### config.mk
export PLATFORM = sky130hd
export DESIGN_NAME = voq_rr_scheduler
export DESIGN_NICKNAME = d
export VERILOG_FILES = /design/src/rtl/voq_rr_scheduler.sv
export SDC_FILE = /design/constraint.sdc
export NUM_CORES = 1
export LEC_CHECK = 0
export ABC_AREA = 1
export CORE_MARGIN = 2
export CORE_UTILIZATION = 41
export CTS_BUF_LIST = sky130_fd_sc_hd__clkbuf_8
export DETAILED_ROUTE_END_ITERATION = 16
export HOLD_SLACK_MARGIN = 0.12
export PLACE_DENSITY = 0.65
export SETUP_SLACK_MARGIN = 0.05
export SYNTH_ARGS = -nofsm -noshare
export SYNTH_HDL_FRONTEND = slang
export SYNTH_SLANG_ARGS = --single-unit
### constraint.sdc
create_clock -name clk -period 2.4 [get_ports clk]
set_input_delay 0.36 -clock clk [delete_from_list [all_inputs] [get_ports clk]]
set_output_delay 0.36 -clock clk [all_outputs]
set_load 0.005 [all_outputs]
### src/rtl/voq_rr_scheduler.sv
// Per-destination VOQ read scheduler: round-robin packet grant, credit-paced pops,
// and the registered read-mux select for one output port of the shared-cache switch.
`ifndef PORT_NUB_TOTAL
`define PORT_NUB_TOTAL 8
`endif

module voq_rr_scheduler #(
    parameter int PORT_NUB   = `PORT_NUB_TOTAL,
    parameter int DEST       = 0,
    parameter int CREDIT_MAX = 16,
    parameter int WIDTH_SEL  = $clog2(PORT_NUB),
    parameter int WIDTH_CRD  = $clog2(CREDIT_MAX + 1)
) (
    input  logic                 clk,
    input  logic                 rst_n,
    input  logic [PORT_NUB-1:0]  req,
    input  logic                 rd_valid,
    input  logic                 rd_last,
    input  logic                 credit_ret,
    output logic [PORT_NUB-1:0]  rd_en,
    output logic [WIDTH_SEL-1:0] sel,
    output logic                 grant_valid,
    output logic [WIDTH_CRD-1:0] credit_cnt,
    output logic                 credit_err
);

    typedef enum logic [1:0] {
        IDLE  = 2'd0,
        XFER  = 2'd1,
        STALL = 2'd2
    } state_t;

    localparam logic [WIDTH_SEL-1:0] RR_START = WIDTH_SEL'(DEST % PORT_NUB);
    localparam logic [WIDTH_SEL-1:0] LAST_IDX = WIDTH_SEL'(PORT_NUB - 1);
    localparam logic [WIDTH_SEL:0]   NUB_EXT  = (WIDTH_SEL + 1)'(PORT_NUB);
    localparam logic [WIDTH_CRD-1:0] CRD_MAX  = WIDTH_CRD'(CREDIT_MAX);

    state_t               state_q;
    logic [WIDTH_SEL-1:0] sel_q;
    logic [WIDTH_SEL-1:0] rr_ptr_q;
    logic                 grant_valid_q;
    logic [WIDTH_CRD-1:0] credit_q;
    logic [WIDTH_CRD-1:0] credit_d;
    logic                 credit_err_q;
    logic                 credit_err_d;

    logic [WIDTH_SEL-1:0] cand_idx [PORT_NUB];
    logic                 pick_found;
    logic [WIDTH_SEL-1:0] pick_idx;
    logic                 beat;
    logic [WIDTH_SEL-1:0] sel_inc;

    genvar gi;

    // cand_idx[k] is the VOQ index k positions above the pointer, wrapped.
    generate
        for (gi = 0; gi < PORT_NUB; gi++) begin : g_cand
            logic [WIDTH_SEL:0] sum;
            assign sum          = {1'b0, rr_ptr_q} + (WIDTH_SEL + 1)'(gi);
            assign cand_idx[gi] = (sum >= NUB_EXT) ? WIDTH_SEL'(sum - NUB_EXT)
                                                   : sum[WIDTH_SEL-1:0];
        end
    endgenerate

    // Scan from the far end down so the candidate nearest the pointer wins.
    always_comb begin
        pick_found = 1'b0;
        pick_idx   = '0;
        for (int k = PORT_NUB - 1; k >= 0; k--) begin
            if (req[cand_idx[k]]) begin
                pick_found = 1'b1;
                pick_idx   = cand_idx[k];
            end
        end
    end

    generate
        for (gi = 0; gi < PORT_NUB; gi++) begin : g_rd_en
            assign rd_en[gi] = (state_q == XFER) && (sel_q == WIDTH_SEL'(gi));
        end
    endgenerate

    assign beat    = rd_en[sel_q] & rd_valid;
    assign sel_inc = (sel_q == LAST_IDX) ? '0 : sel_q + 1'b1;

    // A beat and a returned credit in the same cycle cancel out.
    always_comb begin
        credit_d     = credit_q;
        credit_err_d = credit_err_q;
        case ({beat, credit_ret})
            2'b10: credit_d = credit_q - 1'b1;
            2'b01: begin
                if (credit_q == CRD_MAX) begin
                    credit_err_d = 1'b1;
                end else begin
                    credit_d = credit_q + 1'b1;
                end
            end
            default: ;
        endcase
    end

    always_ff @(posedge clk or negedge rst_n) begin
        if (!rst_n) begin
            state_q       <= IDLE;
            sel_q         <= '0;
            grant_valid_q <= 1'b0;
            rr_ptr_q      <= RR_START;
            credit_q      <= CRD_MAX;
            credit_err_q  <= 1'b0;
        end else begin
            credit_q     <= credit_d;
            credit_err_q <= credit_err_d;
            case (state_q)
                IDLE: begin
                    if (pick_found && (credit_q != '0)) begin
                        sel_q         <= pick_idx;
                        grant_valid_q <= 1'b1;
                        state_q       <= XFER;
                    end
                end
                XFER: begin
                    // The pointer only moves when a packet completes.
                    if (beat && rd_last) begin
                        rr_ptr_q      <= sel_inc;
                        grant_valid_q <= 1'b0;
                        state_q       <= IDLE;
                    end else if (beat && (credit_d == '0)) begin
                        state_q <= STALL;
                    end
                end
                STALL: begin
                    if (credit_q != '0) begin
                        state_q <= XFER;
                    end
                end
                default: begin
                    grant_valid_q <= 1'b0;
                    state_q       <= IDLE;
                end
            endcase
        end
    end

    assign sel         = sel_q;
    assign grant_valid = grant_valid_q;
    assign credit_cnt  = credit_q;
    assign credit_err  = credit_err_q;

    a_rd_en_onehot: assert property (@(posedge clk) disable iff (!rst_n) $onehot0(rd_en));
    a_grant_state:  assert property (@(posedge clk) disable iff (!rst_n)
                                     grant_valid == (state_q != IDLE));
    a_credit_range: assert property (@(posedge clk) disable iff (!rst_n) credit_q <= CRD_MAX);

endmodule

==> impl_results.md, run 1 <==
- Outcome: finished, violations left
- Violated checks: negative setup slack
- Fmax: between 0.4 and 0.5 GHz
- Total Die Area: 4920 um^2
- Yosys warning total: 0
- Most common library cell in the layout ignoring fill and taps: nand2_1
- Die Y-Extent: roughly 70 um
- Transition time at the pin with the least slew margin: about 0.7 ns
- Critical path start-end classification: reg2reg
- Starting Density: 41.8%
- Ratio of total power to cell area: 1690 nW/um^2
- Average via count per standard cell: 5.10
- Switching power: 2.33 mW
- Antenna Violating Nets Remaining: 0
- Total CTS buffers: 3
- Crit share post-route: 100%
- Max transition margin: 53.2%
- Fraction of power consumed by the clock network: 4.6%
- Count of cell types in the netlist: 30
- Post-route worst setup slack: -0.00921 ns
- DRC violation count after routing: 0
- Worst min path class: reg2reg
- Comb power frac: roughly 83%
- Setup repair after global routing missed its margin: yes
- GPL Wtd Cong: between 0.9 and 1
- Die extent in x: 70.2 um
- Max-capacitance violation count: 0
- Worst supply voltage drop on vdd: slightly below 900 uV
- Layout Skew: 0.0100 ns
- Initial antenna violation count: 0
- CP max stage delay: about 0.46 ns
- Half-perimeter wire length after placement: roughly 3.7 mm
- Number of ports placed on the die boundary: 31
- Worst Path Arrival: approximately 2.6 ns
- Worst-path cell with the longest stage delay: dfrtp_2
- Insertion delay of the later-clocked pin in the worst-skew pair: 0.25 ns
- Number of buffer and inverter instances along the worst setup path: 1
- Filler cell count in the final layout: 391
- Mean post-synth cell area: 6.34 um^2
- Sequential share of the synthesized area: a little over a fifth
- Number of clock sinks: 15
- Total via count after detailed routing: slightly above 2000
- Switching share of power: 52.5%
- Post-synthesis sequential element count: 15
- Internal power: 2.11 mW
- Cells along the critical path: ha_4 > ha_4 > inv_2 > o21ai_1 > nand3_1 > nand3_2 > nand2_2 > nor2_4 > ha_4 > o211ai_1 > o21a_1 > nand3_2 > nor2_2 > nand3b_1 > nand2_2 > nand4_1 > nand2_1
- Share of total power in sequential cells: between 10 and 15%
- Clock tree root driver cell: clkbuf_8
- Layout Area Growth over Synthesis: 46.0%
- Leakage power: roughly 1.3 nW
- Worst-case clock buffer depth: 2
- Synth Cell Area: roughly 1800 um^2
- Routed WL: between 4 and 5 mm
- Final-layout setup total negative slack: -0.00921 ns
- CP Capture Type: register
- Number of global-route vias before repair: 1881
- # H-tree levels: 1
- CTS tree: yes
- Count of buffers from port buffering: 30
- Max-slew violations: 0
- Req. time, crit path: 2.59 ns
- Number of standard-cell rows in the floorplan: 24
- Layout cell share with drive strength beyond 1: 27.6%
- Most frequent cell on the critical path: ha_4
- Nets in the synthesized netlist: 309
- Average wire per standard cell: 12.1 um
- Family with the most delay on the worst path: simple AND/OR/NAND/NOR gates
- Post-Synthesis Cells: 283
- Number of DRC violations after detailed-routing iteration 0: 143
- Finished Core Util: between 60% and 70%
- Total overflow reported by the global router: 0
- Final min period: 2.41 ns
- Number of antenna diodes: 0
- Final layout net count: 375
- Core Box Area: 4290 um^2
- Commonest non-fill, non-tap cells in the layout: nand2_1 (77), nand3_1 (48), buf_4 (33)
- Largest fanout on the critical path: 4
- Final hold vios: 0
- Detailed-routing iteration count for the pre-antenna-repair pass: 7
- Clock slew at the register clock pins of the worst setup and hold paths: 0.07 ns
- Total setup violations reported at the end of the flow: 1
- Startpoint Class: register
- Overall global routing resource usage: 20.5%
- Largest net degree at the start of global routing: 16
- Wire length of the first global-routing pass: 8.22 mm
==> kinds of logic after synthesis <==
family / share of synthesized area [%]
compound gates: 7.25
simple gates: 49.3
flops: 21.0
xor+xnor: 2.93
fa+ha+maj: 9.06
buf+inv: 10.5
==> cells in the mapped netlist, drive strengths merged <==
cell type	instances	share of area [%]
dfrtp	14	20
or2	2	0.70
a21oi	10	3.2
dfstp	1	1.5
buf	4	2.2
nand2	87	20
inv	39	8.3
xnor2	2	0.98
o211ai	1	0.42
a31oi	2	0.70
xor2	4	2.0
nor2	23	5.9
o21a	1	0.42
ha	13	9.1
o21ai	9	2.5
nand3b	2	0.84
nand3	65	21
nand4	4	1.4
==> metal layers <==
metal | routed length [um] | GRT usage, % | vias up
met4 | 112 | 6.84 | 0
li1 | - | - | 1058
met5 | 0 | 0 | -
met1 | 2270 | 27.9 | 920
met3 | 182 | 2.16 | 10
met2 | 2290 | 33.9 | 50
==> worst register-to-register path: cells and delay by family, from the launching register on <==
family	cells	cell delay (ns)
compound gates	3	0.41
fa+ha+maj	3	0.51
buf+inv	1	0.05
flops	1	0.46
simple gates	10	0.93
==> path summary, 6_finish.rpt <==
check                           slack [ns]  depth (start not counted)                      end                   start
worst max-delay path                -0.009                         17   state_q[0]$_DFFE_PN0P_      sel[0]$_DFFE_PN0P_
worst min-delay path                  0.47                          1   credit_err$_DFFE_PN0P_  credit_err$_DFFE_PN0P_
worst max register to register      -0.009                         17   state_q[0]$_DFFE_PN0P_      sel[0]$_DFFE_PN0P_
worst min register to register        0.47                          1   credit_err$_DFFE_PN0P_  credit_err$_DFFE_PN0P_
max in group asynchronous             1.37                          1       sel[0]$_DFFE_PN0P_                   rst_n
min in group asynchronous             0.53                          1  credit_cnt[2]$_DFF_PN0_                   rst_n
==> through the flow <==
step	power (mW)	setup slack, ns	hold slack, ns	cells	area, um^2
final	4.44	-0.00921	0.466	400	2620
after floorplan	2.79	0.0540	0.0644	283	1830
after global placement	3.77	-0.0150	0.451	383	2330
after global routing	4.93	-0.258	0.509	400	2620
after detailed placement	3.76	-0.0938	0.455	383	2330
after CTS	4.22	0.0515	0.471	396	2500
==> cell type report <==
class	instances	area, um^2	area share, %
Tap cell	52	65.1	2.48
Clock inverter	1	5.00	0.191
Clock buffer	3	41.3	1.58
Multi-Input combinational cell	225	1400	53.5
Sequential cell	15	380	14.5
Inverter	39	154	5.87
Timing Repair Buffer	65	573	21.9
==> power groups by stage <==
stage	logic (mW)	registers [mW]	clock network (mW)
after CTS	3.46	0.553	0.211
after detailed placement	3.23	0.532	0
after global routing	4.12	0.584	0.230
after floorplan	2.27	0.527	0
final	3.67	0.563	0.206
after global placement	3.24	0.530	0
==> flip-flops by register name (all words and copies together), names as in the netlist <==
name and count:
credit_cnt 5, credit_err 1, grant_valid 1, rr_ptr_q 3
sel 3, state_q 2
==> repair_timing <==
action | 4_1_cts | 5_1_grt
pin swaps | 18 | 15
setup buffers | 9 | 4
endpoints found under the setup margin | 2 | 3
hold buffers | 0 | 0
gates resized for setup | 21 | 21
Note: power is estimated with default switching activity, not from simulation.
==> inputs of run 2 (changes only) <==
--- a/config.mk
+++ b/config.mk
@@ -9,9 +9,10 @@
 export CORE_MARGIN = 2
 export CORE_UTILIZATION = 41
 export CTS_BUF_LIST = sky130_fd_sc_hd__clkbuf_8
+export CTS_CLUSTER_SIZE = 25
 export DETAILED_ROUTE_END_ITERATION = 16
 export HOLD_SLACK_MARGIN = 0.12
-export PLACE_DENSITY = 0.65
+export PLACE_DENSITY_LB_ADDON = 0.2
 export SETUP_SLACK_MARGIN = 0.05
 export SYNTH_ARGS = -nofsm -noshare
 export SYNTH_HDL_FRONTEND = slang
==> impl_results.md, run 2 (same netlist as run 1, synthesis figures left out) <==
- Final hold vios: 0 (unchanged)
- Half-perimeter wire length after placement: 3.72 mm (was 3.65 mm)
- Total overflow reported by the global router: 0 (unchanged)
- Detailed-routing iteration count for the pre-antenna-repair pass: 4 (was 7)
- Leakage power: 1.33 nW (was 1.34 nW)
- Outcome: finished, violations left (unchanged)
- Count of buffers from port buffering: 30 (unchanged)
- Post-route worst setup slack: -0.0408 ns (was -0.00921 ns)
- Worst Path Arrival: 2.63 ns (was 2.60 ns)
- Average via count per standard cell: 5.23 (was 5.10)
- Internal power: 2.13 mW (was 2.11 mW)
- Clock slew at the register clock pins of the worst setup and hold paths: 0.07 ns (about the same)
- Die Y-Extent: 70.2 um (unchanged)
- Wire length of the first global-routing pass: 8.49 mm (was 8.22 mm)
- Layout Area Growth over Synthesis: 48.5% (was 46.0%)
- Worst supply voltage drop on vdd: 814 uV (was 891 uV)
- Number of ports placed on the die boundary: 31 (unchanged)
- Setup WS pre-CTS: -0.128 ns (was -0.0938 ns)
- # H-tree levels: 1 (unchanged)
- Number of clock sinks: 15 (unchanged)
- CTS tree: yes (unchanged)
- Most common library cell in the layout ignoring fill and taps: nand2_1 (unchanged)
- Total via count after detailed routing: 2098 (was 2038)
- Filler-free cell count of the finished design: 401 (was 400)
- Commonest non-fill, non-tap cells in the layout: nand2_1 (75), nand3_1 (44), buf_4 (34) (was nand2_1 (77), nand3_1 (48), buf_4 (33))
- Number of global-route vias before repair: 1938 (was 1881)
- Worst min path class: reg2reg (unchanged)
- Max reg flops: 5 (unchanged)
- Total CTS buffers: 3 (unchanged)
- Largest fanout on the critical path: 5 (was 4)
- Total setup violations reported at the end of the flow: 2 (was 1)
- Fmax: 0.410 GHz (was 0.415 GHz)
- Post-placement cell count: 384 (was 383)
- Total Die Area: 4920 um^2 (unchanged)
- Final min period: 2.44 ns (was 2.41 ns)
- Largest net degree at the start of global routing: 16 (unchanged)
- Number of DRC violations after detailed-routing iteration 0: 140 (was 143)
- Number of antenna diodes: 0 (unchanged)
- Max-capacitance violation count: 0 (unchanged)
- Switching power: 2.40 mW (was 2.33 mW)
- Number of standard-cell rows in the floorplan: 24 (unchanged)
- Max-slew violations: 0 (unchanged)
- Final layout net count: 376 (was 375)
- CP Capture Type: register (unchanged)
- Filler cell count in the final layout: 392 (was 391)
- Sequential standard cell area: 379 um^2 (was 380 um^2)
- Clock tree root driver cell: clkbuf_8 (unchanged)
- Share of total power in sequential cells: 12.2% (was 12.7%)
- Crit share post-route: 102% (was 100%)
- Max transition margin: 50.4% (was 53.2%)
- Transition time at the pin with the least slew margin: 0.742 ns (was 0.700 ns)
- Routed WL: 5.21 mm (was 4.85 mm)
- Average wire per standard cell: 13.0 um (was 12.1 um)
- Starting Density: 41.8% (unchanged)
- Die extent in x: 70.2 um (unchanged)
- Layout Skew: 0.00336 ns (was 0.0100 ns)
- Antenna Violating Nets Remaining: 0 (unchanged)
- Fraction of power consumed by the clock network: 4.7% (was 4.6%)
- DRC violation count after routing: 0 (unchanged)
- GPL Wtd Cong: 0.949 (was 0.948)
- Initial antenna violation count: 0 (unchanged)
- Layout cell share with drive strength beyond 1: 29.5% (was 27.6%)
- Startpoint Class: register (unchanged)
- Violated checks: negative setup slack (unchanged)
- Insertion delay of the later-clocked pin in the worst-skew pair: 0.26 ns (was 0.25 ns)
- Comb power frac: 83.1% (was 82.7%)
- Core Box Area: 4290 um^2 (unchanged)
- Worst-case clock buffer depth: 2 (unchanged)
- Setup repair after global routing missed its margin: yes (unchanged)
- Overall global routing resource usage: 21.1% (was 20.5%)
- Req. time, crit path: 2.59 ns (about the same)
- Critical path start-end classification: reg2reg (unchanged)
- Ratio of total power to cell area: 1700 nW/um^2 (was 1690 nW/um^2)
- Switching share of power: 52.9% (was 52.5%)
- Area of the multi-input gates: 1440 um^2 (was 1400 um^2)
==> run 2: worst max-delay path, stage by stage (launching register included) <==
cell      delay, ns
dfrtp_2        0.43
buf_6          0.13
ha_4           0.14
nand3_2        0.10
nand2_1        0.10
nand3_1        0.09
nand3_2        0.12
nand3_4        0.10
ha_4           0.32
inv_4          0.04
o211ai_1       0.09
o21a_1         0.19
nand3_2        0.09
nor2_1         0.11
nand3b_1       0.10
nand2_2        0.10
nand4_1        0.07
nand2_1        0.06
==> run 2: power groups by stage <==
stage / Combinational (mW) / Clock (mW) / Sequential [mW]
final: 3.76 / 0.213 / 0.554
after global routing: 4.17 / 0.230 / 0.574
after CTS: 3.54 / 0.218 / 0.541
after detailed placement: 3.24 / 0 / 0.531
after global placement: 3.22 / 0 / 0.530
after floorplan: 2.27 / 0 / 0.527
==> run 2: layout make-up <==
type	instances	share of cell area, %
Timing Repair Buffer	66	21.7
Sequential cell	15	14.2
Multi-Input combinational cell	225	54.1
Clock buffer	3	1.55
Tap cell	52	2.44
Clock inverter	1	0.188
Inverter	39	5.87
==> run 2: metrics by stage <==
| step | setup TNS [ns] | area, um^2 | util [%] | hold WS (ns) | power [mW] |
|---|---|---|---|---|---|
| 5_1_grt | -0.330 | 2670 | 62.1 | 0.499 | 4.98 |
| 4_1_cts | -0.0407 | 2580 | 60.1 | 0.476 | 4.30 |
| 2_1_floorplan | 0 | 1830 | - | 0.0644 | 2.79 |
| 6_report | -0.0747 | 2670 | 62.1 | 0.467 | 4.53 |
| 3_3_place_gp | -0.174 | 2330 | 54.3 | 0.452 | 3.75 |
| 3_5_place_dp | -0.253 | 2330 | 54.3 | 0.459 | 3.77 |
==> run 2: path summary, 6_finish.rpt <==
kind,startpoint,end,slack (ns),cells past startpoint
min in group asynchronous,rst_n,credit_cnt[1]$_DFF_PN0_,0.54,1
hold / removal,credit_err$_DFFE_PN0P_,credit_err$_DFFE_PN0P_,0.47,1
max in group asynchronous,rst_n,sel[1]$_DFFE_PN0P_,1.34,1
hold reg to reg,credit_err$_DFFE_PN0P_,credit_err$_DFFE_PN0P_,0.47,1
setup reg to reg,sel[1]$_DFFE_PN0P_,state_q[1]$_DFFE_PN0P_,-0.04,17
setup / recovery,sel[1]$_DFFE_PN0P_,state_q[1]$_DFFE_PN0P_,-0.04,17
==> run 2: per-layer routing <==
metal	track usage (%)	wire, um	part of all wire, %
met2	38.1	2640	51
met4	8.33	96	1.8
met1	25.4	2260	43
met5	0	0	0
met3	2.45	214	4.1
==> run 2: repair_timing <==
action                     CTS  global route
setup endpoints to repair    2             2
setup buffers                9             4
hold buffers                 0             0
pin swaps                   23            13
gates resized for setup     32            16
==> inputs of run 3 (changes only) <==
--- a/config.mk
+++ b/config.mk
@@ -7,7 +7,7 @@
 export LEC_CHECK = 0
 export ABC_AREA = 1
 export CORE_MARGIN = 2
-export CORE_UTILIZATION = 41
+export CORE_UTILIZATION = 50
 export CTS_BUF_LIST = sky130_fd_sc_hd__clkbuf_8
 export CTS_CLUSTER_SIZE = 25
 export DETAILED_ROUTE_END_ITERATION = 16
==> impl_results.md, run 3 (same netlist as run 1, synthesis figures left out) <==
- Critical path start-end classification: reg2reg (unchanged)
- Max transition margin: 54.3% (was 50.4%)
- GPL Wtd Cong: 1.00 (was 0.949)
- Setup repair after global routing missed its margin: yes (unchanged)
- CP max stage delay: 0.47 ns (was 0.43 ns)
- Starting Density: 53.0% (was 41.8%)
- Layout cell share with drive strength beyond 1: 26.9% (was 29.5%)
- Total overflow reported by the global router: 0 (unchanged)
- Die extent in x: 63.9 um (was 70.2 um)
- Insertion delay of the later-clocked pin in the worst-skew pair: 0.25 ns (was 0.26 ns)
- Final hold vios: 0 (unchanged)
- Number of buffer and inverter instances along the worst setup path: 2 (unchanged)
- Reg2Reg Setup Slack: -0.16 ns (was -0.04 ns)
- Wire length on met3: 304 um (was 214 um)
- Worst min path class: reg2reg (unchanged)
- Max-slew violations: 0 (unchanged)
- Crit share post-route: 107% (was 102%)
- Violated checks: negative setup slack (unchanged)
- Routed WL: 5.38 mm (was 5.21 mm)
- Final min period: 2.56 ns (was 2.44 ns)
- Number of standard-cell rows in the floorplan: 21 (was 24)
- Transition time at the pin with the least slew margin: 0.683 ns (was 0.742 ns)
- Die Y-Extent: 63.9 um (was 70.2 um)
- Clock tree root driver cell: clkbuf_8 (unchanged)
- Setup crit start: sel[0]$_DFFE_PN0P_ (was sel[1]$_DFFE_PN0P_)
- Terminus of the critical flop-to-flop path: state_q[0]$_DFFE_PN0P_ (was state_q[1]$_DFFE_PN0P_)
- Post-placement cell count: 376 (was 384)
- Logic depth of the worst register-to-register path: 18 (was 17)
- Worst-path cell with the longest stage delay: dfrtp_2 (unchanged)
- Total setup violations reported at the end of the flow: 2 (unchanged)
- Average wire per standard cell: 13.7 um (was 13.0 um)
- Startpoint Class: register (unchanged)
- Number of global-route vias before repair: 1952 (was 1938)
- Metal1 wirelength: 2.26 mm (about the same)
- Antenna Violating Nets Remaining: 0 (unchanged)
- End of the critical path: state_q[0]$_DFFE_PN0P_ (was state_q[1]$_DFFE_PN0P_)
- Max reg flops: 5 (unchanged)
- Total via count after detailed routing: 2097 (was 2098)
- Layout Area Growth over Synthesis: 44.5% (was 48.5%)
- Commonest non-fill, non-tap cells in the layout: nand2_1 (77), nand3_1 (48), inv_1 (32) (was nand2_1 (75), nand3_1 (44), buf_4 (34))
- Number of antenna diodes: 0 (unchanged)
- Layout Skew: 0.00420 ns (was 0.00336 ns)
- Average via count per standard cell: 5.35 (was 5.23)
- Final layout net count: 373 (was 376)
- Total Die Area: 4090 um^2 (was 4920 um^2)
- Half-perimeter wire length after placement: 3.73 mm (was 3.72 mm)
- Top metal layer carrying routed signals: met4 (unchanged)
- Filler cell count in the final layout: 251 (was 392)
- Worst-case clock buffer depth: 2 (unchanged)
- Largest net degree at the start of global routing: 16 (unchanged)
- Outcome: finished, violations left (unchanged)
- Final-layout setup total negative slack: -0.315 ns (was -0.0747 ns)
- Clock slew at the register clock pins of the worst setup and hold paths: 0.06 ns (was 0.07 ns)
- Fmax: 0.391 GHz (was 0.410 GHz)
- Critical path depth: 18 (was 17)
- Met2 wire length: 2.68 mm (was 2.64 mm)
- R2r startpoint: sel[0]$_DFFE_PN0P_ (was sel[1]$_DFFE_PN0P_)
- Filler-free cell count of the finished design: 392 (was 401)
- Overall global routing resource usage: 27.2% (was 21.1%)
- Wire length of the first global-routing pass: 8.91 mm (was 8.49 mm)
- Worst Path Arrival: 2.70 ns (was 2.63 ns)
- Req. time, crit path: 2.54 ns (was 2.59 ns)
- Origin of the worst min-delay path: credit_err$_DFFE_PN0P_ (unchanged)
- CP Capture Type: register (unchanged)
- Cells along the critical path: ha_4 > ha_4 > inv_2 > o21ai_2 > nand3_2 > nand3_2 > nand2_2 > nor2_4 > ha_2 > inv_1 > nor2_1 > nand2_1 > a31oi_2 > nor2_1 > nand3b_1 > nand2_2 > nand4_1 > nand2_1 (was buf_6 > ha_4 > nand3_2 > nand2_1 > nand3_1 > nand3_2 > nand3_4 > ha_4 > inv_4 > o211ai_1 > o21a_1 > nand3_2 > nor2_1 > nand3b_1 > nand2_2 > nand4_1 > nand2_1)
- Post-route worst setup slack: -0.161 ns (was -0.0408 ns)
- Total CTS buffers: 3 (unchanged)
- Number of clock sinks: 15 (unchanged)
- CTS tree: yes (unchanged)
- Detailed-routing iteration count for the pre-antenna-repair pass: 4 (unchanged)
- Number of DRC violations after detailed-routing iteration 0: 218 (was 140)
- DRC violation count after routing: 0 (unchanged)
- Number of ports placed on the die boundary: 31 (unchanged)
- Largest fanout on the critical path: 4 (was 5)
- # H-tree levels: 1 (unchanged)
- Core Box Area: 3390 um^2 (was 4290 um^2)
- Most common library cell in the layout ignoring fill and taps: nand2_1 (unchanged)
- Count of buffers from port buffering: 30 (unchanged)
- Family with the most delay on the worst path: simple AND/OR/NAND/NOR gates (unchanged)
- Initial antenna violation count: 0 (unchanged)
- Max-capacitance violation count: 0 (unchanged)
## run 3: changes by cell type in the layout (fill, tap and decap cells not counted), sizes merged
cell,before,now
buf,36,33
clkdlybuf4s50,30,29
inv,39,40
clkinv,1,0
dlymetal6s2s,0,1
## run 3: worst min path at each step
stage / cells past startpoint / end
2_1_floorplan: 0 / credit_cnt[0]$_DFF_PN0_
3_3_place_gp: 1 / credit_err$_DFFE_PN0P_
3_5_place_dp: 1 / credit_err$_DFFE_PN0P_
4_1_cts: 1 / credit_err$_DFFE_PN0P_
5_1_grt: 1 / credit_err$_DFFE_PN0P_
6_report: 1 / credit_err$_DFFE_PN0P_
## run 3: final cells by class
cell class / instances / area, um^2 / share of cell area (%)
clock inverters: 1 / 3.75 / 0.145
well taps: 46 / 57.6 / 2.22
clock buffers: 3 / 41.3 / 1.59
repair buffers: 63 / 558 / 21.5
flip-flops and latches: 15 / 379 / 14.6
multi-input cells: 225 / 1400 / 54.0
inverters: 39 / 154 / 5.93
## run 3: repair_timing
item	in CTS	in global routing
setup buffers	10	2
setup endpoints to repair	2	3
resized for setup	31	10
pin swaps	21	7
hold buffers	0	0
## run 3: routing by layer
layer	vias to the layer above	GRT usage (%)
met4	0	9.78
li1	1049	-
met3	12	1.58
met2	92	48.0
met1	944	34.8
met5	-	0
## run 3: worst reg2reg max path: stages, from the launching register on
cell and delay (ns):
dfrtp_2 0.47, ha_4 0.21, ha_4 0.13, inv_2 0.04
o21ai_2 0.15, nand3_2 0.11, nand3_2 0.11, nand2_2 0.08
nor2_4 0.09, ha_2 0.21, inv_1 0.06, nor2_1 0.12
nand2_1 0.09, a31oi_2 0.20, nor2_1 0.08, nand3b_1 0.10
nand2_2 0.07, nand4_1 0.08, nand2_1 0.06
## run 3: metrics by stage
| stage | hold slack, ns | setup slack, ns | instance area (um^2) | util (%) |
|---|---|---|---|---|
| 2_1_floorplan | 0.0644 | 0.0540 | 1830 | - |
| 3_3_place_gp | 0.452 | 0.0114 | 2310 | 68.2 |
| 3_5_place_dp | 0.462 | -0.0781 | 2310 | 68.2 |
| 4_1_cts | 0.476 | 0.0117 | 2540 | 75.0 |
| 5_1_grt | 0.507 | -0.286 | 2590 | 76.5 |
| 6_report | 0.476 | -0.161 | 2590 | 76.5 |
Power of run 3 is not shown: default switching activity piles up to over one toggle a cycle in this logic, so the estimate is an artifact.
